$ cat config.mk
export PLATFORM = sky130hd
export DESIGN_NAME = pong_game_logic
export DESIGN_NICKNAME = d
export VERILOG_FILES = /design/src/rtl/pong_pkg.sv /design/src/rtl/pong_paddle.sv /design/src/rtl/pong_game_logic.sv
export SDC_FILE = /design/constraint.sdc
export NUM_CORES = 1
export LEC_CHECK = 0
export CORE_MARGIN = 1.5
export CORE_UTILIZATION = 59
export CTS_CLUSTER_DIAMETER = 150
export DETAILED_ROUTE_END_ITERATION = 10
export PLACE_DENSITY = 0.82
export SLEW_MARGIN = 5
export SYNTH_ARGS = -nofsm -noshare
export SYNTH_HDL_FRONTEND = slang
export SYNTH_HIERARCHICAL = 1
export SYNTH_SLANG_ARGS = --single-unit
$ cat constraint.sdc
create_clock -name clk -period 6.85 [get_ports clk]
set_input_delay 0.685 -clock clk [delete_from_list [all_inputs] [get_ports clk]]
set_output_delay 0.685 -clock clk [all_outputs]
set_load 0.02 [all_outputs]
$ cat src/rtl/pong_pkg.sv
// Shared geometry, limits and encodings for the pong game-state stage.
// Imported by pong_paddle and pong_game_logic.
package pong_pkg;

  localparam int WIDTH         = 640;
  localparam int HEIGHT        = 480;
  localparam int PADDLE_WIDTH  = 20;
  localparam int PADDLE_HEIGHT = 80;
  localparam int BALL_SIZE     = 20;
  localparam int PADDLE_SPEED  = 4;
  localparam int BALL_SPEED    = 3;

  localparam int PADDLE_Y_MAX = HEIGHT - PADDLE_HEIGHT;
  localparam int PADDLE_Y0    = (HEIGHT - PADDLE_HEIGHT) / 2;
  localparam int BALL_Y_MAX   = HEIGHT - BALL_SIZE;
  localparam int BALL_X_MIN   = PADDLE_WIDTH;
  localparam int BALL_X_MAX   = WIDTH - PADDLE_WIDTH - BALL_SIZE;
  localparam int CENTER_X     = (WIDTH - BALL_SIZE) / 2;
  localparam int CENTER_Y     = (HEIGHT - BALL_SIZE) / 2;

  typedef enum logic [1:0] {
    SERVE     = 2'd0,
    PLAY      = 2'd1,
    GAME_OVER = 2'd2
  } game_state_t;

  // POS = right on x, down on y
  typedef enum logic {
    DIR_NEG = 1'b0,
    DIR_POS = 1'b1
  } dir_t;

  // one guard bit so compares never wrap
  typedef logic [10:0] coord_t;

endpackage

$ cat src/rtl/pong_paddle.sv
// Saturating paddle position register (top row), 0..PADDLE_Y_MAX.
// Ports: clk, reset, en (frame update), up, down, y (paddle top row).
module pong_paddle
  import pong_pkg::*;
(
  input  logic       clk,
  input  logic       reset,
  input  logic       en,
  input  logic       up,
  input  logic       down,
  output logic [9:0] y
);

  coord_t     y_w;
  logic [9:0] y_nxt;

  always_comb begin
    y_w   = {1'b0, y};
    y_nxt = y;
    unique case (1'b1)
      (up && !down): begin
        if (y_w < 11'(PADDLE_SPEED))
          y_nxt = '0;
        else
          y_nxt = 10'(y_w - 11'(PADDLE_SPEED));
      end
      (down && !up): begin
        if (y_w + 11'(PADDLE_SPEED) >= 11'(PADDLE_Y_MAX))
          y_nxt = 10'(PADDLE_Y_MAX);
        else
          y_nxt = 10'(y_w + 11'(PADDLE_SPEED));
      end
      default: y_nxt = y;
    endcase
  end

  always_ff @(posedge clk) begin
    if (reset)
      y <= 10'(PADDLE_Y0);
    else if (en)
      y <= y_nxt;
  end

endmodule

$ cat src/rtl/pong_game_logic.sv
// Pong game state: paddles, ball, scores and serve/play/game-over FSM,
// advanced once per frame_tick. Outputs registered, 1 clk after tick.
module pong_game_logic
  import pong_pkg::*;
#(
  parameter int SERVE_FRAMES = 60,
  parameter int WIN_SCORE    = 7
) (
  input  logic       clk,
  input  logic       reset,
  input  logic       frame_tick,
  input  logic       p1_up,
  input  logic       p1_down,
  input  logic       p2_up,
  input  logic       p2_down,
  input  logic       start,
  output logic [9:0] paddle1_y,
  output logic [9:0] paddle2_y,
  output logic [9:0] ball_x,
  output logic [9:0] ball_y,
  output logic [3:0] score1,
  output logic [3:0] score2,
  output logic [1:0] game_state
);

  localparam int CW = (SERVE_FRAMES > 1) ?
                      $clog2(SERVE_FRAMES) : 1;

  game_state_t   state_q, state_d;
  logic [9:0]    bx_q, bx_d;
  logic [9:0]    by_q, by_d;
  dir_t          dx_q, dx_d;
  dir_t          dy_q, dy_d;
  logic [3:0]    s1_q, s1_d;
  logic [3:0]    s2_q, s2_d;
  logic [CW-1:0] cnt_q, cnt_d;

  logic       pad_en;
  coord_t     x_w, y_w, p1_w, p2_w;
  logic [9:0] nx, ny;
  dir_t       ndx, ndy;
  logic       hit1, hit2;
  logic       miss1, miss2;
  logic [3:0] s1_inc, s2_inc;

  assign pad_en = frame_tick && (state_q != GAME_OVER);

  pong_paddle u_pad1 (
    .clk   (clk),
    .reset (reset),
    .en    (pad_en),
    .up    (p1_up),
    .down  (p1_down),
    .y     (paddle1_y)
  );

  pong_paddle u_pad2 (
    .clk   (clk),
    .reset (reset),
    .en    (pad_en),
    .up    (p2_up),
    .down  (p2_down),
    .y     (paddle2_y)
  );

  always_ff @(posedge clk) begin
    if (reset) begin
      state_q <= SERVE;
      bx_q    <= 10'(CENTER_X);
      by_q    <= 10'(CENTER_Y);
      dx_q    <= DIR_POS;
      dy_q    <= DIR_POS;
      s1_q    <= '0;
      s2_q    <= '0;
      cnt_q   <= '0;
    end else begin
      state_q <= state_d;
      bx_q    <= bx_d;
      by_q    <= by_d;
      dx_q    <= dx_d;
      dy_q    <= dy_d;
      s1_q    <= s1_d;
      s2_q    <= s2_d;
      cnt_q   <= cnt_d;
    end
  end

  always_comb begin
    state_d = state_q;
    bx_d    = bx_q;
    by_d    = by_q;
    dx_d    = dx_q;
    dy_d    = dy_q;
    s1_d    = s1_q;
    s2_d    = s2_q;
    cnt_d   = cnt_q;

    x_w    = {1'b0, bx_q};
    y_w    = {1'b0, by_q};
    p1_w   = {1'b0, paddle1_y};
    p2_w   = {1'b0, paddle2_y};
    s1_inc = s1_q + 4'd1;
    s2_inc = s2_q + 4'd1;

    // paddles as they were before this tick
    hit1 = (y_w + 11'(BALL_SIZE) > p1_w) &&
           (y_w < p1_w + 11'(PADDLE_HEIGHT));
    hit2 = (y_w + 11'(BALL_SIZE) > p2_w) &&
           (y_w < p2_w + 11'(PADDLE_HEIGHT));

    ny  = by_q;
    ndy = dy_q;
    if (dy_q == DIR_POS) begin
      if (y_w + 11'(BALL_SPEED) >= 11'(BALL_Y_MAX)) begin
        ny  = 10'(BALL_Y_MAX);
        ndy = DIR_NEG;
      end else begin
        ny = 10'(y_w + 11'(BALL_SPEED));
      end
    end else begin
      if (y_w < 11'(BALL_SPEED)) begin
        ny  = '0;
        ndy = DIR_POS;
      end else begin
        ny = 10'(y_w - 11'(BALL_SPEED));
      end
    end

    nx    = bx_q;
    ndx   = dx_q;
    miss1 = 1'b0;
    miss2 = 1'b0;
    if (dx_q == DIR_NEG &&
        x_w <= 11'(BALL_X_MIN + BALL_SPEED)) begin
      if (hit1) begin
        nx  = 10'(BALL_X_MIN);
        ndx = DIR_POS;
      end else begin
        miss1 = 1'b1;
      end
    end else if (dx_q == DIR_POS &&
                 x_w + 11'(BALL_SPEED) >= 11'(BALL_X_MAX)) begin
      if (hit2) begin
        nx  = 10'(BALL_X_MAX);
        ndx = DIR_NEG;
      end else begin
        miss2 = 1'b1;
      end
    end else if (dx_q == DIR_POS) begin
      nx = 10'(x_w + 11'(BALL_SPEED));
    end else begin
      nx = 10'(x_w - 11'(BALL_SPEED));
    end

    unique case (state_q)
      SERVE: begin
        if (frame_tick) begin
          if (cnt_q == CW'(SERVE_FRAMES - 1)) begin
            cnt_d   = '0;
            state_d = PLAY;
          end else begin
            cnt_d = cnt_q + CW'(1);
          end
        end
      end
      PLAY: begin
        if (frame_tick) begin
          unique case (1'b1)
            miss1: begin
              s2_d = s2_inc;
              if (s2_inc == 4'(WIN_SCORE)) begin
                state_d = GAME_OVER;
              end else begin
                bx_d    = 10'(CENTER_X);
                by_d    = 10'(CENTER_Y);
                dx_d    = DIR_NEG;
                cnt_d   = '0;
                state_d = SERVE;
              end
            end
            miss2: begin
              s1_d = s1_inc;
              if (s1_inc == 4'(WIN_SCORE)) begin
                state_d = GAME_OVER;
              end else begin
                bx_d    = 10'(CENTER_X);
                by_d    = 10'(CENTER_Y);
                dx_d    = DIR_POS;
                cnt_d   = '0;
                state_d = SERVE;
              end
            end
            default: begin
              bx_d = nx;
              by_d = ny;
              dx_d = ndx;
              dy_d = ndy;
            end
          endcase
        end
      end
      GAME_OVER: begin
        if (start) begin
          bx_d    = 10'(CENTER_X);
          by_d    = 10'(CENTER_Y);
          dx_d    = DIR_POS;
          dy_d    = DIR_POS;
          s1_d    = '0;
          s2_d    = '0;
          cnt_d   = '0;
          state_d = SERVE;
        end
      end
      default: state_d = SERVE;
    endcase
  end

  always_comb begin
    ball_x     = bx_q;
    ball_y     = by_q;
    score1     = s1_q;
    score2     = s2_q;
    game_state = state_q;
  end

endmodule

Yosys cells after proc, flatten, opt, wreduce, memory -nomap -nowiden
Index checks and enable logic that the tools add are counted.

operators by class
  reductions and logical operators = 29
  add/subtract/negate cells = 14
  magnitude comparators = 12
  bitwise operators = 1
  muxes and demuxes = 70
  equal/unequal tests = 20

operator list
  kind                                                                                   count
  10-bit 2-to-1 mux                                                                      20
  10-bit case mux with 2 select lines                                                    6
  6-bit 2-to-1 mux                                                                       6
  11-bit by 9-bit greater-or-equal comparator with 1-bit output, second input constant   3
  10-bit by 2-bit adder with 11-bit output, second input constant                        2
  10-bit by 3-bit adder with 11-bit output, second input constant                        2
  10-bit by 7-bit adder with 11-bit output, second input constant                        2
  11-bit by 10-bit greater-than comparator with 1-bit output                             2
  10-bit by 11-bit less-than comparator with 1-bit output                                2
  10-bit by 3-bit less-than comparator with 1-bit output, second input constant          2
  4-bit 2-to-1 mux                                                                       5
  10-bit by 2-bit subtractor with 10-bit output, second input constant                   2
  10-bit by 3-bit subtractor with 10-bit output, second input constant                   2
  1-bit 2-to-1 mux                                                                       18
  6-bit case mux with 3 select lines                                                     1
  2-bit != test, second input constant                                                   8
  4-bit case mux with 2 select lines                                                     2
  5-bit != test, second input constant                                                   3
  7-bit AND reduction                                                                    2
  2-bit 2-to-1 mux                                                                       6
  6-bit case mux with 2 select lines                                                     1
  4-bit AND reduction                                                                    3
  10-bit by 5-bit adder with 11-bit output, second input constant                        1
  11-bit by 10-bit greater-or-equal comparator with 1-bit output, second input constant  1
  23 further kinds                                                                       44

word-level totals
  bits of input ports = 8
  output and inout port bits = 50
  flip-flop bits (word level) = 58
  logic and storage cells = 156

Depth between registers and ports, before layout
  word-level depth = 10
  mapped depth = 15
  mapped depth without buffers = 12

Modules after synthesis
Netlist, hierarchy kept.

by module, submodules not included
  module           cells each  sequential area each (sq um)  instances  area an instance (sq um)
  pong_game_logic  594         760.7                         1          4535.6
  pong_paddle      121         160.2                         2          868.3

Worst setup path before layout
OpenSTA, ideal clock, no wires.

  kind = register to register
  from = register by_q[5], in the netlist ball_y[5]
  to = register bx_q[1], in the netlist ball_x[1]
  path slack = 3.207 ns
  buffers on the path = 3
  period minus slack after synthesis = 3.643 ns
  data arrival time = 3.509 ns
  stages on the path, launching flop included = 16
  library setup time = 0.135 ns
  cell sequence = dfxtp_1 -> clkbuf_1 -> clkbuf_1 -> and3_1 -> o21ai_0 -> xnor2_1 -> ha_1 -> nand3_1 -> or2_1 -> nor4_1 -> a221oi_2 -> a211o_1 -> and2_0 -> clkbuf_1 -> a21oi_1 -> a22oi_1

on the way
  cells in the longest elaborated chain, start to end = 9
  elaborated cells on any way between the ends = 20
  classes of those cells = add/sub: 1; order compare: 4; eq/ne: 4; mux: 8; reduce/logical: 3

ends and longest elaborated chain
  item                                                        line                                            RTL
  from (decl)                                                 pong_game_logic.sv:31                           logic [9:0] by_q, by_d;
  from (signal assigned)                                      pong_game_logic.sv:70                           by_q <= 10'(CENTER_Y);
  from (signal assigned)                                      pong_game_logic.sv:79                           by_q <= by_d;
  10-bit by 5-bit adder with 11-bit output                    pong_game_logic.sv:106, pong_game_logic.sv:108
  11-bit by 10-bit greater-than comparator with 1-bit output  pong_game_logic.sv:108                          hit2 = (y_w + 11'(BALL_SIZE) > p2_w) &&
  1-bit logical AND                                           pong_game_logic.sv:108
  1-bit 2-to-1 mux                                            pong_game_logic.sv:143                          if (hit2) begin
  1-bit 2-to-1 mux                                            pong_game_logic.sv:141                          end else if (dx_q == DIR_POS &&
  1-bit 2-to-1 mux                                            pong_game_logic.sv:133                          if (dx_q == DIR_NEG &&
  10-bit case mux with 2 select lines                         pong_game_logic.sv:168                          unique case (1'b1)
  10-bit 2-to-1 mux                                           pong_game_logic.sv:167                          if (frame_tick) begin
  10-bit case mux with 2 select lines                         pong_game_logic.sv:155                          unique case (state_q)
  to (signal assigned)                                        pong_game_logic.sv:69                           bx_q <= 10'(CENTER_X);
  to (decl)                                                   pong_game_logic.sv:30                           logic [9:0] bx_q, bx_d;

Parallel ways exist; a longest one is shown, timed or not. The select of a mux whose other input is x is not followed.
A chain may end at the register's enable or synchronous reset.

Final worst setup path
  from = register by_q[3], in the netlist ball_y[3]
  to = register bx_q[2], in the netlist ball_x[2]

The elaborated chain is that of the path after synthesis.

==> metrics.yaml <==
outcome: "finished clean"
regArea_sq_um: 1081
ys_seq_area_frac: 0.1724
syn_area_per_cell_sq_um: 7.503
vias_per_cell: 6.699
r2r.worst_path.cells: 12
ioPinCount: 58
die_area_sq_um: 11260
hp-class: "reg -> reg"
required_ns: 7.07
wl_per_cell_um: 17.11
setup.worst_path.class: "reg -> reg"
r2r_slack_ns: 2.64
synth_seq_cells: 54
vias: 6525
r2r-end: "ball_x[2]"
synthArstFlopShare: 0
fp.coreArea_sq_um: 10320
routed_wl_um: 16670
seq_power_share: 0.411
netlist_area_sq_um: 6272
yosys-top-cells-area: "dfxtp_1, ha_1, a21oi_1"
max_cap_violations: 0
synth_warnings: 6
clk_pin_slew_ns: 0.10
dr.pass1.iters: 6
slew_viol_final: 0
remaining_drc_errors: 0
ant_nets: 0
synth_top_area_share: 0.1724
startpoint: "ball_y[3]"
area_growth_pct: 7.899
cts_tree: "built"
syn_inst: 836
finalSetupTns_ns: 0
endpoint_kind: "register"
die_h_um: 106.1
rsz0062_at_grt: "no"
p_switching_w: 0.0003384
min_period_ns: 4.209
grt_pass1_vias: 5846
clkPwrFrac: 0.241
cp_max_fo: 18
cts_setup_buffers: 0
grt.total_usage: 0.2957
gp_congestion: 0.9213
arrival_ns: 4.43
swShare: 0.3756
p_leak_nw: 2.469
cts_root_buf: "clkbuf_8"
antenna_found_initial: 0
skew_ns: 0.004599
placed_area_sq_um: 6660
hpwl_um: 12150
worst_pin_slew_ns: 0.7770
cts-hold-fix-buffers: 0
fp.dieW_um: 106.1
fill_cells: 896
synth_edf_count: 0
drt_iter0_drc: 554
h-tree-depth: 2
fin_nets: 904
critPathLaunchType: "register"
clock_latency_ns: 0.32
hold_violations: 0
grt_max_degree: 58
peakVddDrop_v: 0.00009417
post-route-period-util: 0.6145
yosysTopAreaCell: "dfxtp_1"
slew_headroom: 0.4813
min_to: "score2[2]"
cts-resized-gates: 0
ys_types: 97
min-delay-start: "score2[2]"
gr-total-overflow: 0
rr_startpoint: "ball_y[3]"
p_int_w: 0.0005626
rows: 37
design_area_sq_um: 6768
multi_input_area_sq_um: 4673
ys.flop_type: "dfxtp_1"
drive_above_1_share: 0.06921
cts.path.max_buffers: 2
io_buffers: 53
grt_pass1_wl_um: 27920
diodes: 0
start_util: 0.6076
p_per_area_nw_per_um2: 133.1
hold_depth: 2
setup_violations: 0
combPwrFrac: 0.348
numCtsBuffers: 5
max_freq_mhz: 237.6
cts.sinks: 54
-- cell usage after synthesis, types with 12 or more instances --
master    instances
nand2b_1         17
a31oi_1          22
nand3_1          28
nor3_1           33
xnor2_1          14
xor2_1           14
nand2_1          50
dfxtp_1          54
o21ai_0          44
a21oi_1          62
buf_2            17
nor2b_1          12
nand4_1          16
clkbuf_1         29
ha_1             58
nor2_1           62
inv_1            52
-- cell usage in the layout (no fill, tap or decap), drive strengths merged, types with 8 or more instances in the layout --
cell,instances
nor2b,12
nand3,30
nand2b,17
or3,10
xor2,15
and4,9
xnor2,14
or2,9
nor3,38
nand4,17
nor2,66
nand3b,8
clkdlybuf4s50,52
nor4,12
ha,58
o211ai,10
a21oi,62
nand2,52
and3,11
a31oi,24
dfxtp,54
inv,52
o21ai,55
-- layer usage --
metal  GRT usage  wire (um)  vias to the layer above
met4     0.07722        199                        0
met5           0          0                        -
met3     0.04047       1421                       22
li1            -          -                     3121
met1      0.4248       7515                     3068
met2      0.4627       7531                      314
-- worst max path at each step --
stage,endpoint,cells after the start,slack [ns]
floorplan,ball_x[1],15,3.21
global placement,ball_x[2],12,2.90
detailed placement,ball_x[2],12,2.72
CTS,ball_x[2],12,2.69
global route,ball_x[2],12,2.22
finish,ball_x[2],12,2.64
-- final cells by class --
| cell class | instances | area share |
|---|---|---|
| Clock buffer | 5 | 0.01017 |
| Clock inverter | 2 | 0.005731 |
| Inverter | 52 | 0.02884 |
| Multi-Input combinational cell | 670 | 0.6905 |
| Sequential cell | 54 | 0.1597 |
| Tap cell | 136 | 0.02514 |
| Timing Repair Buffer | 55 | 0.07987 |
-- per-stage QoR --
| step | setup slack (ns) | hold slack, ns | utilization | power [W] | cells |
|---|---|---|---|---|---|
| global route | 2.223 | 0.5426 | 0.6556 | 0.0009552 | 974 |
| floorplan | 3.207 | 0.4642 | - | 0.0006039 | 838 |
| finish | 2.641 | 0.5213 | 0.6556 | 0.0009010 | 974 |
| CTS | 2.691 | 0.5240 | 0.6556 | 0.0009013 | 974 |
| detailed placement | 2.724 | 0.5036 | 0.6451 | 0.0006831 | 967 |
| global placement | 2.898 | 0.4832 | 0.6451 | 0.0006736 | 967 |
-- sequential cells by signal, summed over array words and instances, names as in the netlist --
signal,flops
ball_y,10
dy_q,1
cnt_q,6
game_state,2
u_pad1/y,8
score2,4
score1,4
dx_q,1
ball_x,10
u_pad2/y,8
-- power groups by stage --
stage / Combinational (W) / Sequential (W) / Clock (W)
final: 0.000313 / 0.000370 / 0.000217
after global routing: 0.000347 / 0.000375 / 0.000233
after CTS: 0.000308 / 0.000369 / 0.000224
after detailed placement: 0.000306 / 0.000377 / 0
after global placement: 0.000299 / 0.000375 / 0
after floorplan: 0.000238 / 0.000366 / 0
-- critical path, cell delays in order (launching register included) --
cell and delay, ns:
dfxtp_1 0.71, ha_1 0.42, o21ai_0 0.14, xnor2_1 0.27
ha_1 0.28, and4_1 0.23, a21oi_1 0.13, o21ai_1 0.08
nor4_1 0.45, o311ai_1 0.29, nor2_2 0.59, o21ai_1 0.26
o22a_1 0.25
-- logic make-up after synthesis --
family                     share of synthesized area
AOI/OAI and AO/OA                             0.2833
DFF                                           0.1724
other                                       0.001197
and+or+nand+nor                               0.2886
muxes                                        0.01337
adders and majority gates                     0.1157
buffers and inverters                        0.08378
xor gates and xnor gates                     0.04169
Power figures use the tool's default switching activity.
